## src/rtl/seg_pkg.sv

```systemverilog
// ---------------------------------------------------------------------------
// seg_pkg
// Shared types and constants for the seven-segment scan controller.
//   scan_state_t : scan FSM states (IDLE, ACTIVE, BLANK)
//   grant_t      : identifies which requester owns the last grant
//   SEG_DIGITS   : number of multiplexed digits
//   SEG_VALUE_W  : width of the displayed value (one nibble per digit)
//   SEG_SEL_W    : width of the digit select
// ---------------------------------------------------------------------------
package seg_pkg;

    typedef enum logic [1:0] {
        IDLE   = 2'd0,
        ACTIVE = 2'd1,
        BLANK  = 2'd2
    } scan_state_t;

    typedef enum logic {
        GRANT_A = 1'b0,
        GRANT_B = 1'b1
    } grant_t;

    localparam int SEG_DIGITS  = 4;
    localparam int SEG_VALUE_W = 16;
    localparam int SEG_SEL_W   = $clog2(SEG_DIGITS);

    // Digit select advances modulo SEG_DIGITS; with a power-of-two digit
    // count the natural register wrap gives the modulo for free.
    function automatic logic [SEG_SEL_W-1:0] next_digit(input logic [SEG_SEL_W-1:0] d);
        return d + 1'b1;
    endfunction

endpackage

```

## src/rtl/seg_scan_ctrl_if.sv

```systemverilog
// ---------------------------------------------------------------------------
// seg_scan_ctrl_if
// Valid/ready update path from the two writers into the scan controller.
//   a_valid/a_data/a_ready : requester A (processor store path)
//   b_valid/b_data/b_ready : requester B (debug / switch path)
// Modports:
//   master : requester side, drives valid/data, observes ready
//   slave  : controller side, observes valid/data, drives ready
// ---------------------------------------------------------------------------
interface seg_scan_ctrl_if;
    import seg_pkg::*;

    logic                   a_valid;
    logic [SEG_VALUE_W-1:0] a_data;
    logic                   a_ready;
    logic                   b_valid;
    logic [SEG_VALUE_W-1:0] b_data;
    logic                   b_ready;

    modport master (
        output a_valid, a_data, b_valid, b_data,
        input  a_ready, b_ready
    );

    modport slave (
        input  a_valid, a_data, b_valid, b_data,
        output a_ready, b_ready
    );

endinterface

```

## src/rtl/rr_arbiter2.sv

```systemverilog
// ---------------------------------------------------------------------------
// rr_arbiter2
// Two-input round-robin arbiter. The grant is purely combinational from the
// requests and the last_grant register; last_grant only moves when the
// caller reports that a grant was actually consumed (update).
// Ports:
//   clk, rst         : clock, asynchronous active-high reset
//   req_a, req_b     : request lines
//   update           : a handshake happened this cycle, remember the winner
//   grant_a, grant_b : one-hot grant (exactly one is always high)
// ---------------------------------------------------------------------------
module rr_arbiter2
    import seg_pkg::*;
(
    input  logic clk,
    input  logic rst,
    input  logic req_a,
    input  logic req_b,
    input  logic update,
    output logic grant_a,
    output logic grant_b
);

    grant_t last_grant;

    // A lone requester always wins. On contention, and also when nobody is
    // asking, the grant parks on whoever did not win last, so the idle
    // grant already points at the requester that is owed the next turn.
    always_comb begin
        grant_a = 1'b0;
        if (req_a && !req_b) begin
            grant_a = 1'b1;
        end else if (req_b && !req_a) begin
            grant_a = 1'b0;
        end else begin
            grant_a = (last_grant == GRANT_B);
        end
        grant_b = ~grant_a;
    end

    // Reset to B so that A wins the very first contention.
    always_ff @(posedge clk or posedge rst) begin
        if (rst) begin
            last_grant <= GRANT_B;
        end else if (update) begin
            last_grant <= grant_b ? GRANT_B : GRANT_A;
        end
    end

endmodule

```

## src/rtl/seg_scan_ctrl.sv

```systemverilog
// ---------------------------------------------------------------------------
// seg_scan_ctrl
// Drives the digit multiplexing of a 4-digit seven-segment display and owns
// the value shown on it. Each digit slot lasts REFRESH_DIV cycles: first an
// active window with anodes on, then BLANK_CYCLES with all anodes off to
// stop ghosting. Two writers update the value through a round-robin
// valid/ready arbiter; accepted data sits in a shadow register and is only
// committed at a frame boundary (digit 3 -> 0) or while idle, so a frame
// never shows a mix of old and new digits.
// Parameters:
//   REFRESH_DIV  : cycles per digit slot (>= 2)
//   BLANK_CYCLES : blanked cycles at the end of each slot (0 disables)
// Ports:
//   clk, rst      : clock, asynchronous active-high reset
//   enable        : scanning on; low returns to IDLE
//   req           : valid/ready update path from requesters A and B
//   display_value : committed value, nibble n feeds digit n
//   digit_select  : active digit 0..3
//   blank         : high = all anodes off
//   pending       : shadow holds an update not yet committed
// ---------------------------------------------------------------------------
module seg_scan_ctrl
    import seg_pkg::*;
#(
    parameter int REFRESH_DIV  = 100000,
    parameter int BLANK_CYCLES = 1000
) (
    input  logic                   clk,
    input  logic                   rst,
    input  logic                   enable,
    seg_scan_ctrl_if.slave         req,
    output logic [SEG_VALUE_W-1:0] display_value,
    output logic [SEG_SEL_W-1:0]   digit_select,
    output logic                   blank,
    output logic                   pending
);

    localparam int CNT_W = (REFRESH_DIV > 1) ? $clog2(REFRESH_DIV) : 1;
    localparam logic [CNT_W-1:0] SLOT_LAST   = CNT_W'(REFRESH_DIV - 1);
    localparam logic [CNT_W-1:0] ACTIVE_LAST = CNT_W'(REFRESH_DIV - BLANK_CYCLES - 1);
    localparam logic [SEG_SEL_W-1:0] DIGIT_LAST = SEG_SEL_W'(SEG_DIGITS - 1);

    scan_state_t            state;
    scan_state_t            state_next;
    logic [CNT_W-1:0]       slot_cnt;
    logic [CNT_W-1:0]       slot_cnt_next;
    logic [SEG_SEL_W-1:0]   digit_next;
    logic                   frame_wrap;
    logic                   commit;

    logic                   grant_a;
    logic                   grant_b;
    logic                   hs_a;
    logic                   hs_b;
    logic                   handshake;
    logic [SEG_VALUE_W-1:0] accept_data;
    logic [SEG_VALUE_W-1:0] shadow;

    // Scan sequencing. The slot counter runs through the whole slot in both
    // ACTIVE and BLANK; the state only records which part of the slot we
    // are in. The wrap check comes first in ACTIVE so that with no blank
    // interval the slot ends straight into the next ACTIVE slot.
    always_comb begin
        state_next    = state;
        slot_cnt_next = slot_cnt;
        digit_next    = digit_select;
        frame_wrap    = 1'b0;
        if (!enable) begin
            state_next    = IDLE;
            slot_cnt_next = '0;
            digit_next    = '0;
        end else begin
            case (state)
                IDLE: begin
                    state_next    = ACTIVE;
                    slot_cnt_next = '0;
                    digit_next    = '0;
                end
                ACTIVE: begin
                    if (slot_cnt == SLOT_LAST) begin
                        slot_cnt_next = '0;
                        digit_next    = next_digit(digit_select);
                        frame_wrap    = (digit_select == DIGIT_LAST);
                    end else begin
                        slot_cnt_next = slot_cnt + 1'b1;
                        if (slot_cnt == ACTIVE_LAST) begin
                            state_next = BLANK;
                        end
                    end
                end
                BLANK: begin
                    if (slot_cnt == SLOT_LAST) begin
                        state_next    = ACTIVE;
                        slot_cnt_next = '0;
                        digit_next    = next_digit(digit_select);
                        frame_wrap    = (digit_select == DIGIT_LAST);
                    end else begin
                        slot_cnt_next = slot_cnt + 1'b1;
                    end
                end
                default: begin
                    state_next    = IDLE;
                    slot_cnt_next = '0;
                    digit_next    = '0;
                end
            endcase
        end
    end

    // blank is registered from the next state so it moves on exactly the
    // same edge as digit_select; no digit ever sees stale anodes.
    always_ff @(posedge clk or posedge rst) begin
        if (rst) begin
            state        <= IDLE;
            slot_cnt     <= '0;
            digit_select <= '0;
            blank        <= 1'b1;
        end else begin
            state        <= state_next;
            slot_cnt     <= slot_cnt_next;
            digit_select <= digit_next;
            blank        <= (state_next != ACTIVE);
        end
    end

    rr_arbiter2 u_arb (
        .clk     (clk),
        .rst     (rst),
        .req_a   (req.a_valid),
        .req_b   (req.b_valid),
        .update  (handshake),
        .grant_a (grant_a),
        .grant_b (grant_b)
    );

    // Only one update can be in flight: while the shadow is occupied both
    // readies stay low, so the loser of a contention simply waits.
    assign req.a_ready = ~pending & grant_a;
    assign req.b_ready = ~pending & grant_b;
    assign hs_a        = req.a_valid & req.a_ready;
    assign hs_b        = req.b_valid & req.b_ready;
    assign handshake   = hs_a | hs_b;
    assign accept_data = hs_a ? req.a_data : req.b_data;

    // Leaving or sitting in IDLE is a safe point to commit because all
    // anodes are off there.
    assign commit = frame_wrap | ~enable | (state == IDLE);

    // A handshake can only occur with pending low, so it never races with
    // clearing a real pending update; setting pending takes priority.
    always_ff @(posedge clk or posedge rst) begin
        if (rst) begin
            shadow        <= '0;
            pending       <= 1'b0;
            display_value <= '0;
        end else begin
            if (handshake) begin
                shadow  <= accept_data;
                pending <= 1'b1;
            end else if (commit) begin
                pending <= 1'b0;
            end
            if (commit && pending) begin
                display_value <= shadow;
            end
        end
    end

endmodule

```

## src/flat_wrapper.sv

```systemverilog
// flat-port wrapper written by rule: the top's interface ports become plain ports
module seg_scan_ctrl_flat import seg_pkg::*;
#(
    parameter int REFRESH_DIV  = 100000,
    parameter int BLANK_CYCLES = 1000
)
  (clk, rst, enable, display_value, digit_select, blank, pending, req_a_valid, req_a_data, req_b_valid, req_b_data, req_a_ready, req_b_ready);
  seg_scan_ctrl_if req_i ();
  input  logic clk;
  input  logic rst;
  input  logic enable;
  output logic [SEG_VALUE_W-1:0] display_value;
  output logic [SEG_SEL_W-1:0] digit_select;
  output logic blank;
  output logic pending;
  input wire logic [$bits(req_i.a_valid)-1:0] req_a_valid;
  input wire logic [$bits(req_i.a_data)-1:0] req_a_data;
  input wire logic [$bits(req_i.b_valid)-1:0] req_b_valid;
  input wire logic [$bits(req_i.b_data)-1:0] req_b_data;
  output wire logic [$bits(req_i.a_ready)-1:0] req_a_ready;
  output wire logic [$bits(req_i.b_ready)-1:0] req_b_ready;
  assign req_i.a_valid = req_a_valid;
  assign req_i.a_data = req_a_data;
  assign req_i.b_valid = req_b_valid;
  assign req_i.b_data = req_b_data;
  assign req_a_ready = req_i.a_ready;
  assign req_b_ready = req_i.b_ready;
  seg_scan_ctrl #(.REFRESH_DIV(REFRESH_DIV), .BLANK_CYCLES(BLANK_CYCLES)) u_core (.clk(clk), .rst(rst), .enable(enable), .req(req_i), .display_value(display_value), .digit_select(digit_select), .blank(blank), .pending(pending));
endmodule
```

## config.mk

```make
export PLATFORM = sky130hd
export DESIGN_NAME = seg_scan_ctrl_flat
export DESIGN_NICKNAME = d
export VERILOG_FILES = /design/src/rtl/seg_pkg.sv /design/src/rtl/seg_scan_ctrl_if.sv /design/src/rtl/rr_arbiter2.sv /design/src/rtl/seg_scan_ctrl.sv /design/src/flat_wrapper.sv
export SDC_FILE = /design/constraint.sdc
export NUM_CORES = 1
export LEC_CHECK = 0
export ABC_AREA = 1
export BUFFER_PORTS_ARGS = -buffer_cell sky130_fd_sc_hd__buf_2
export CORE_MARGIN = 2
export CORE_UTILIZATION = 45
export CTS_BUF_LIST = sky130_fd_sc_hd__clkbuf_4 sky130_fd_sc_hd__clkbuf_8 sky130_fd_sc_hd__clkbuf_16
export CTS_CLUSTER_SIZE = 40
export DETAILED_ROUTE_END_ITERATION = 16
export GPL_TIMING_DRIVEN = 0
export PLACE_DENSITY_LB_ADDON = 0.12
export SKIP_LAST_GASP = 1
export SLEW_MARGIN = 40
export SYNTH_ARGS = -nofsm -noshare
export SYNTH_HDL_FRONTEND = slang
export SYNTH_SLANG_ARGS = --single-unit
```

## constraint.sdc

```tcl
create_clock -name clk -period 4.15 [get_ports clk]
set_input_delay 0.83 -clock clk [delete_from_list [all_inputs] [get_ports clk]]
set_output_delay 0.83 -clock clk [all_outputs]
set_load 0.005 [all_outputs]
```

# Yosys cells after proc, flatten, opt, wreduce, memory -nomap -nowiden
# Index checks and enable logic that the tools add are counted.
# op_classes
n_reduce_logical	8
order_cmp	0
bitwise_logic	10
n_mul	0
shift	0
div_mod_pow	0
mux	20
n_eq_ne	7
add_sub_neg	2
# op_table
operator	count
17-bit 2-to-1 mux	3
17-bit equality test (second input constant)	2
17-bit by 1-bit adder with 17-bit output (second input constant)	1
16-bit 2-to-1 mux	1
2-bit 2-to-1 mux	7
1-bit 2-to-1 mux	8
2-bit case mux with 3 select lines	1
1-bit bitwise AND	4
2-bit equality test (second input constant)	2
1-bit logical AND	3
3-bit by 2-bit inequality test with 1-bit output (second input constant)	1
1-bit inverter	3
1-bit OR	3
2-bit by 1-bit adder with 2-bit output (second input constant)	1
2-bit by 1-bit equality test with 1-bit output (second input constant)	1
1-bit zero test	2
2-bit zero test	1
2-bit by 1-bit inequality test with 1-bit output (second input constant)	1
2-bit nonzero test	1
2-bit OR reduction	1
# totals
rom_bits	0
register_bits	56
ramBits	0
latchBits	0
in_bits	37
n_memories	0

# Logic depth before layout (Yosys ltp)
# logic_depth
word_depth	9
depth_mapped	11

# Hierarchy
# Synthesis repeated with hierarchy kept, for this count alone.
# hier_totals
hier_cells	361
hier_area_um2	2851.5
# modules_own_cells
mod	area_per_inst_um2	instances	seq_area_each_um2	cells_each
seg_scan_ctrl	2781.4	1	1377.6	349
rr_arbiter2	70.1	1	26.3	12

# Worst setup path after synthesis
# No wires, ideal clock.
# synth_timing
kind	input to output
from	input port req_b_valid
to	output port req_a_ready
path_slack_ns	2.083
cell_stages	5
arrival_time_ns	1.237
required_ns	3.320
path_cell_list	inv_1 a21oi_1 a21oi_1 inv_1 nor2_1
# synth_via
elab_chain_cells	4
word_cells_on_any_way	6
cone_classes	mux: 2; bitwise: 1; reduce/logical: 3
# synth_lines
item	line	rtl
start: declaration	flat_wrapper.sv:18	input wire logic [$bits(req_i.b_valid)-1:0] req_b_valid;
1-bit logical AND or 1-bit zero test (tied branches)	rr_arbiter2.sv:33, rr_arbiter2.sv:31	
1-bit 2-to-1 mux or 1-bit logical AND (tied branches)	rr_arbiter2.sv:33, rr_arbiter2.sv:31	
1-bit 2-to-1 mux (*)	rr_arbiter2.sv:31	if (req_a && !req_b) begin
1-bit bitwise AND (*)	seg_scan_ctrl.sv:138	assign req.a_ready = ~pending & grant_a;
end: declaration	flat_wrapper.sv:20	output wire logic [$bits(req_i.a_ready)-1:0] req_a_ready;
# Mark *: on every way between the ends. The rest lies on a longest branch, timed or not.

# Final worst setup path
# layout_timing
from	register u_core.pending
to	output port req_a_ready
# layout_via
elab_chain_cells	2
# layout_lines
item	line	rtl
start: declaration	seg_scan_ctrl.sv:35	output logic pending
start signal: assignment	seg_scan_ctrl.sv:154	pending <= 1'b0;
start signal: assignment	seg_scan_ctrl.sv:159	pending <= 1'b1;
start signal: assignment	seg_scan_ctrl.sv:161	pending <= 1'b0;
1-bit inverter	seg_scan_ctrl.sv:138	
1-bit bitwise AND	seg_scan_ctrl.sv:138	
# No other way between the ends.

==> impl_results.rst <==
.. list-table::
   :header-rows: 1

   * - Metric
     - Value
   * - Synth Net Count
     - 387
   * - Chip Width
     - 83.24 microns
   * - Crit Path Category
     - register to output pin
   * - Final count of pins violating max slew
     - 0
   * - Row cnt
     - 28
   * - Height of the die
     - 83.24 microns
   * - Area grow syn2layout
     - 17.49%
   * - Crit path launch type
     - register
   * - Number of max-cap violations
     - 0
   * - Cell type with the highest aggregate area in the netlist
     - dfrtp_1
   * - Pin count of the biggest net entering global routing
     - 37
   * - Hold violation total from the final report
     - 0
   * - Fmax
     - 0.4198 GHz
   * - Antenna cell count
     - 0
   * - Leading cell types in the layout, fill and taps excluded
     - nand2_1, buf_2, dfrtp_1
   * - Post-CTS setup buffer count
     - 0
   * - # hold bufs at CTS
     - 0
   * - Simple-Gate Fraction of Synth Area
     - 0.2861
   * - Number of levels the H-tree was split into
     - 2
   * - Fraction of post-synthesis cell area in the top cell type by area
     - 0.4783
   * - Detailed-route DRC error count
     - 0
   * - Fraction of the mapped netlist area in adder cells
     - 0.02657
   * - FF-to-FF End
     - u_core.slot_cnt[8]$_DFF_PP0_
   * - Clock tree from TritonCTS
     - done
   * - Die Outline Area
     - 6928 sq um
   * - Summed area of non-filler cells in the final layout
     - 3319 sq um
   * - Number of antenna violations at the first check in global routing
     - 0
   * - Kind of end point of the critical path
     - output pin
   * - Violation count after the first detailed-routing iteration
     - 71
   * - Number of buffers inserted during clock tree synthesis
     - 5
   * - Mapped Avg Cell Area
     - 8.213 sq um
   * - Time the final worst path needs with I/O delays and setup
     - 2.382 ns
   * - Result of the run
     - completed
   * - Number of cells on the worst reg-to-reg path
     - 8
   * - Total placed cells including tap cells
     - 478
   * - Total placed instance area
     - 3232 sq um
   * - Routed wire length
     - 5931 microns
   * - Highest fanout seen on the critical path
     - 10
   * - Clk_lat worst skew
     - 0.31 ns
   * - Global-route usage over all layers
     - 0.1825
   * - # port buffers
     - 58
   * - Placeable core region
     - 5991 sq um
   * - Routed length per placed instance
     - 12.20 microns
   * - Fraction of layout cells with a size suffix above 1
     - 0.2165
   * - First-pass detailed-route iteration total
     - 4
   * - Initial Utilization
     - 0.4716
   * - Setup repair after global routing missed its margin
     - false
   * - Clk slew on worst S/H paths
     - 0.10 ns
   * - Final total negative setup slack
     - 0 ns
   * - Fraction of the mapped netlist area in compound gates
     - 0.1213
   * - Wire length of the first global-routing pass
     - 10380 microns
   * - Top cells by area in the synthesized netlist
     - dfrtp_1, nand2_1, nor2_1
   * - CP arrival
     - 1.55 ns
   * - LEAKAGE
     - 1.717 nW
   * - Total power per unit cell area
     - 427.2 nW/um^2
   * - Overflow left after global routing
     - 0
   * - Number of distinct library cell variants in the gate-level netlist after synthesis
     - 30
   * - Worst slew pin tran
     - 0.5903 ns
   * - Post-route ant nets
     - 0
   * - Final RePlAce weighted congestion
     - 0.8237
   * - CTS sink cnt
     - 56
   * - Max clock buf depth
     - 2
   * - NumNets Final
     - 453
   * - Total setup violations reported at the end of the flow
     - 0
   * - Number of global-route vias before repair
     - 2331
   * - Largest family of logic cells by synthesized area
     - simple AND/OR/NAND/NOR gates
   * - Cell area after synthesis
     - 2825 sq um
   * - Filler cell count in the final layout
     - 589
   * - Reg-to-reg setup timing slack
     - 2.20 ns
   * - Yosys Warn Count
     - 0
   * - Worst endpoint required time
     - 3.32 ns
   * - Cells after synthesis
     - 344
   * - R2R Path Start
     - u_core.slot_cnt[0]$_DFF_PP0_
   * - Non-filler cells, final
     - 486
   * - Worst-case vdd ir drop
     - 206.5 uV
   * - Vias after detailed routing
     - 2394
   * - Clock skew after layout
     - 0.006146 ns
   * - Post_cts resized
     - 0
   * - # IOs
     - 59
   * - Sum of net half-perimeters after detailed placement
     - 4448 microns
   * - Via density per instance
     - 4.926
   * - Leading cell type in the layout, fill and taps excluded
     - nand2_1
   * - Synthesized flop and latch total
     - 56
   * - Share of the clock period used by the worst path after layout
     - 0.5740
   * - Rel. slew slack
     - 0.6050
   * - Clock tree root buffer cell
     - clkbuf_8
   * - Synth Area in XOR/XNOR
     - 0.006200
   * - Proportion of synthesized area in mux cells
     - 0
   * - Type of the tightest min-delay check
     - input pin to asynchronous set/reset pin
   * - Seq/Total Area, Yosys
     - 0.4969
==> area by class of cell <==
| cell class | count | area [sq um] | share of cell area |
|---|---|---|---|
| Buffer | 9 | 53.80 | 0.01621 |
| Clock buffer | 5 | 68.82 | 0.02073 |
| Tap cell | 75 | 93.84 | 0.02827 |
| Multi-Input combinational cell | 246 | 1244 | 0.3747 |
| Timing Repair Buffer | 59 | 310.3 | 0.09348 |
| Clock inverter | 3 | 18.77 | 0.005654 |
| Inverter | 33 | 126.4 | 0.03807 |
| Sequential cell | 56 | 1404 | 0.4229 |
==> routing by layer <==
metal,vias up,track usage,share of wire
li1,1234,-,-
met1,1105,0.2350,0.46
met2,50,0.3145,0.48
met3,5,0.03181,0.044
met4,0,0.05365,0.012
met5,-,0,0
==> synthesized netlist by cell type <==
| library cell | number |
|---|---|
| nor2_4 | 1 |
| clkbuf_1 | 5 |
| buf_4 | 1 |
| or2_2 | 2 |
| dfrtp_1 | 54 |
| nand2_1 | 83 |
| o21bai_1 | 16 |
| nand3_1 | 23 |
| xnor2_1 | 1 |
| o21ai_0 | 9 |
| inv_2 | 2 |
| nand4_1 | 6 |
| nor2_2 | 1 |
| xor2_1 | 1 |
| a21oi_2 | 1 |
| nand2_8 | 1 |
| dfstp_2 | 2 |
| nor3b_1 | 1 |
| nand2_2 | 1 |
| a211oi_1 | 2 |
| ha_1 | 6 |
| inv_1 | 31 |
| buf_6 | 2 |
| nand2_4 | 4 |
| o21ai_2 | 1 |
| buf_2 | 1 |
| nor2_1 | 52 |
| nor3_1 | 4 |
| a21oi_1 | 29 |
| nor2_8 | 1 |
==> how the worst max path moves through the flow <==
stage | start | endpoint | cells past startpoint
finish | u_core.pending$_DFFE_PP0P_ | req_a_ready | 4
global route | u_core.pending$_DFFE_PP0P_ | req_b_ready | 4
CTS | u_core.pending$_DFFE_PP0P_ | req_a_ready | 4
detailed placement | req_b_valid | req_a_ready | 7
global placement | rst | u_core.shadow[13]$_DFFE_PP0P_ | 2
floorplan | rst | u_core.digit_select[0]$_DFFE_PP0P_ | 1
==> critical path, cell delays in order (launching register included) <==
cell and delay, ns:
dfrtp_1 0.44, buf_4 0.22, clkbuf_1 0.35, nor2_1 0.09, buf_2 0.14
==> registers in the layout, summed over array words and instances (netlist names) <==
name,cells
u_core.shadow,16
u_core.blank,1
u_core.digit_select,2
u_core.pending,1
u_core.display_value,16
u_core.u_arb.last_grant,1
u_core.state,2
u_core.slot_cnt,17
==> power breakdown <==
part | internal, mW | leakage [nW] | switching, mW | total [mW]
registers | 0.681 | 0.701 | 0.0739 | 0.755
clock network | 0.118 | 0.0479 | 0.181 | 0.300
logic | 0.165 | 0.969 | 0.198 | 0.364
total | 0.965 | 1.72 | 0.454 | 1.42
==> through the flow <==
stage / hold slack [ns] / setup WS, ns / util / total power [mW]
2_1_floorplan: 0.4329 / 1.952 / - / 0.9740
4_1_cts: 0.4603 / 1.726 / 0.5541 / 1.440
6_report: 0.4572 / 1.768 / 0.5541 / 1.418
5_1_grt: 0.4736 / 1.563 / 0.5541 / 1.522
3_3_place_gp: 0.4490 / 1.176 / 0.5357 / 1.126
3_5_place_dp: 0.4539 / 1.838 / 0.5395 / 1.138
==> cell families (layout without fill, tap and decap cells) <==
family / count (synthesis) / count (layout)
and+or+nand+nor: 180 / 180
AOI/OAI and AO/OA: 58 / 58
DFF: 56 / 56
buffers and inverters: 42 / 109
adders and majority gates: 6 / 6
xor gates and xnor gates: 2 / 2
Power figures use the tool's default switching activity.
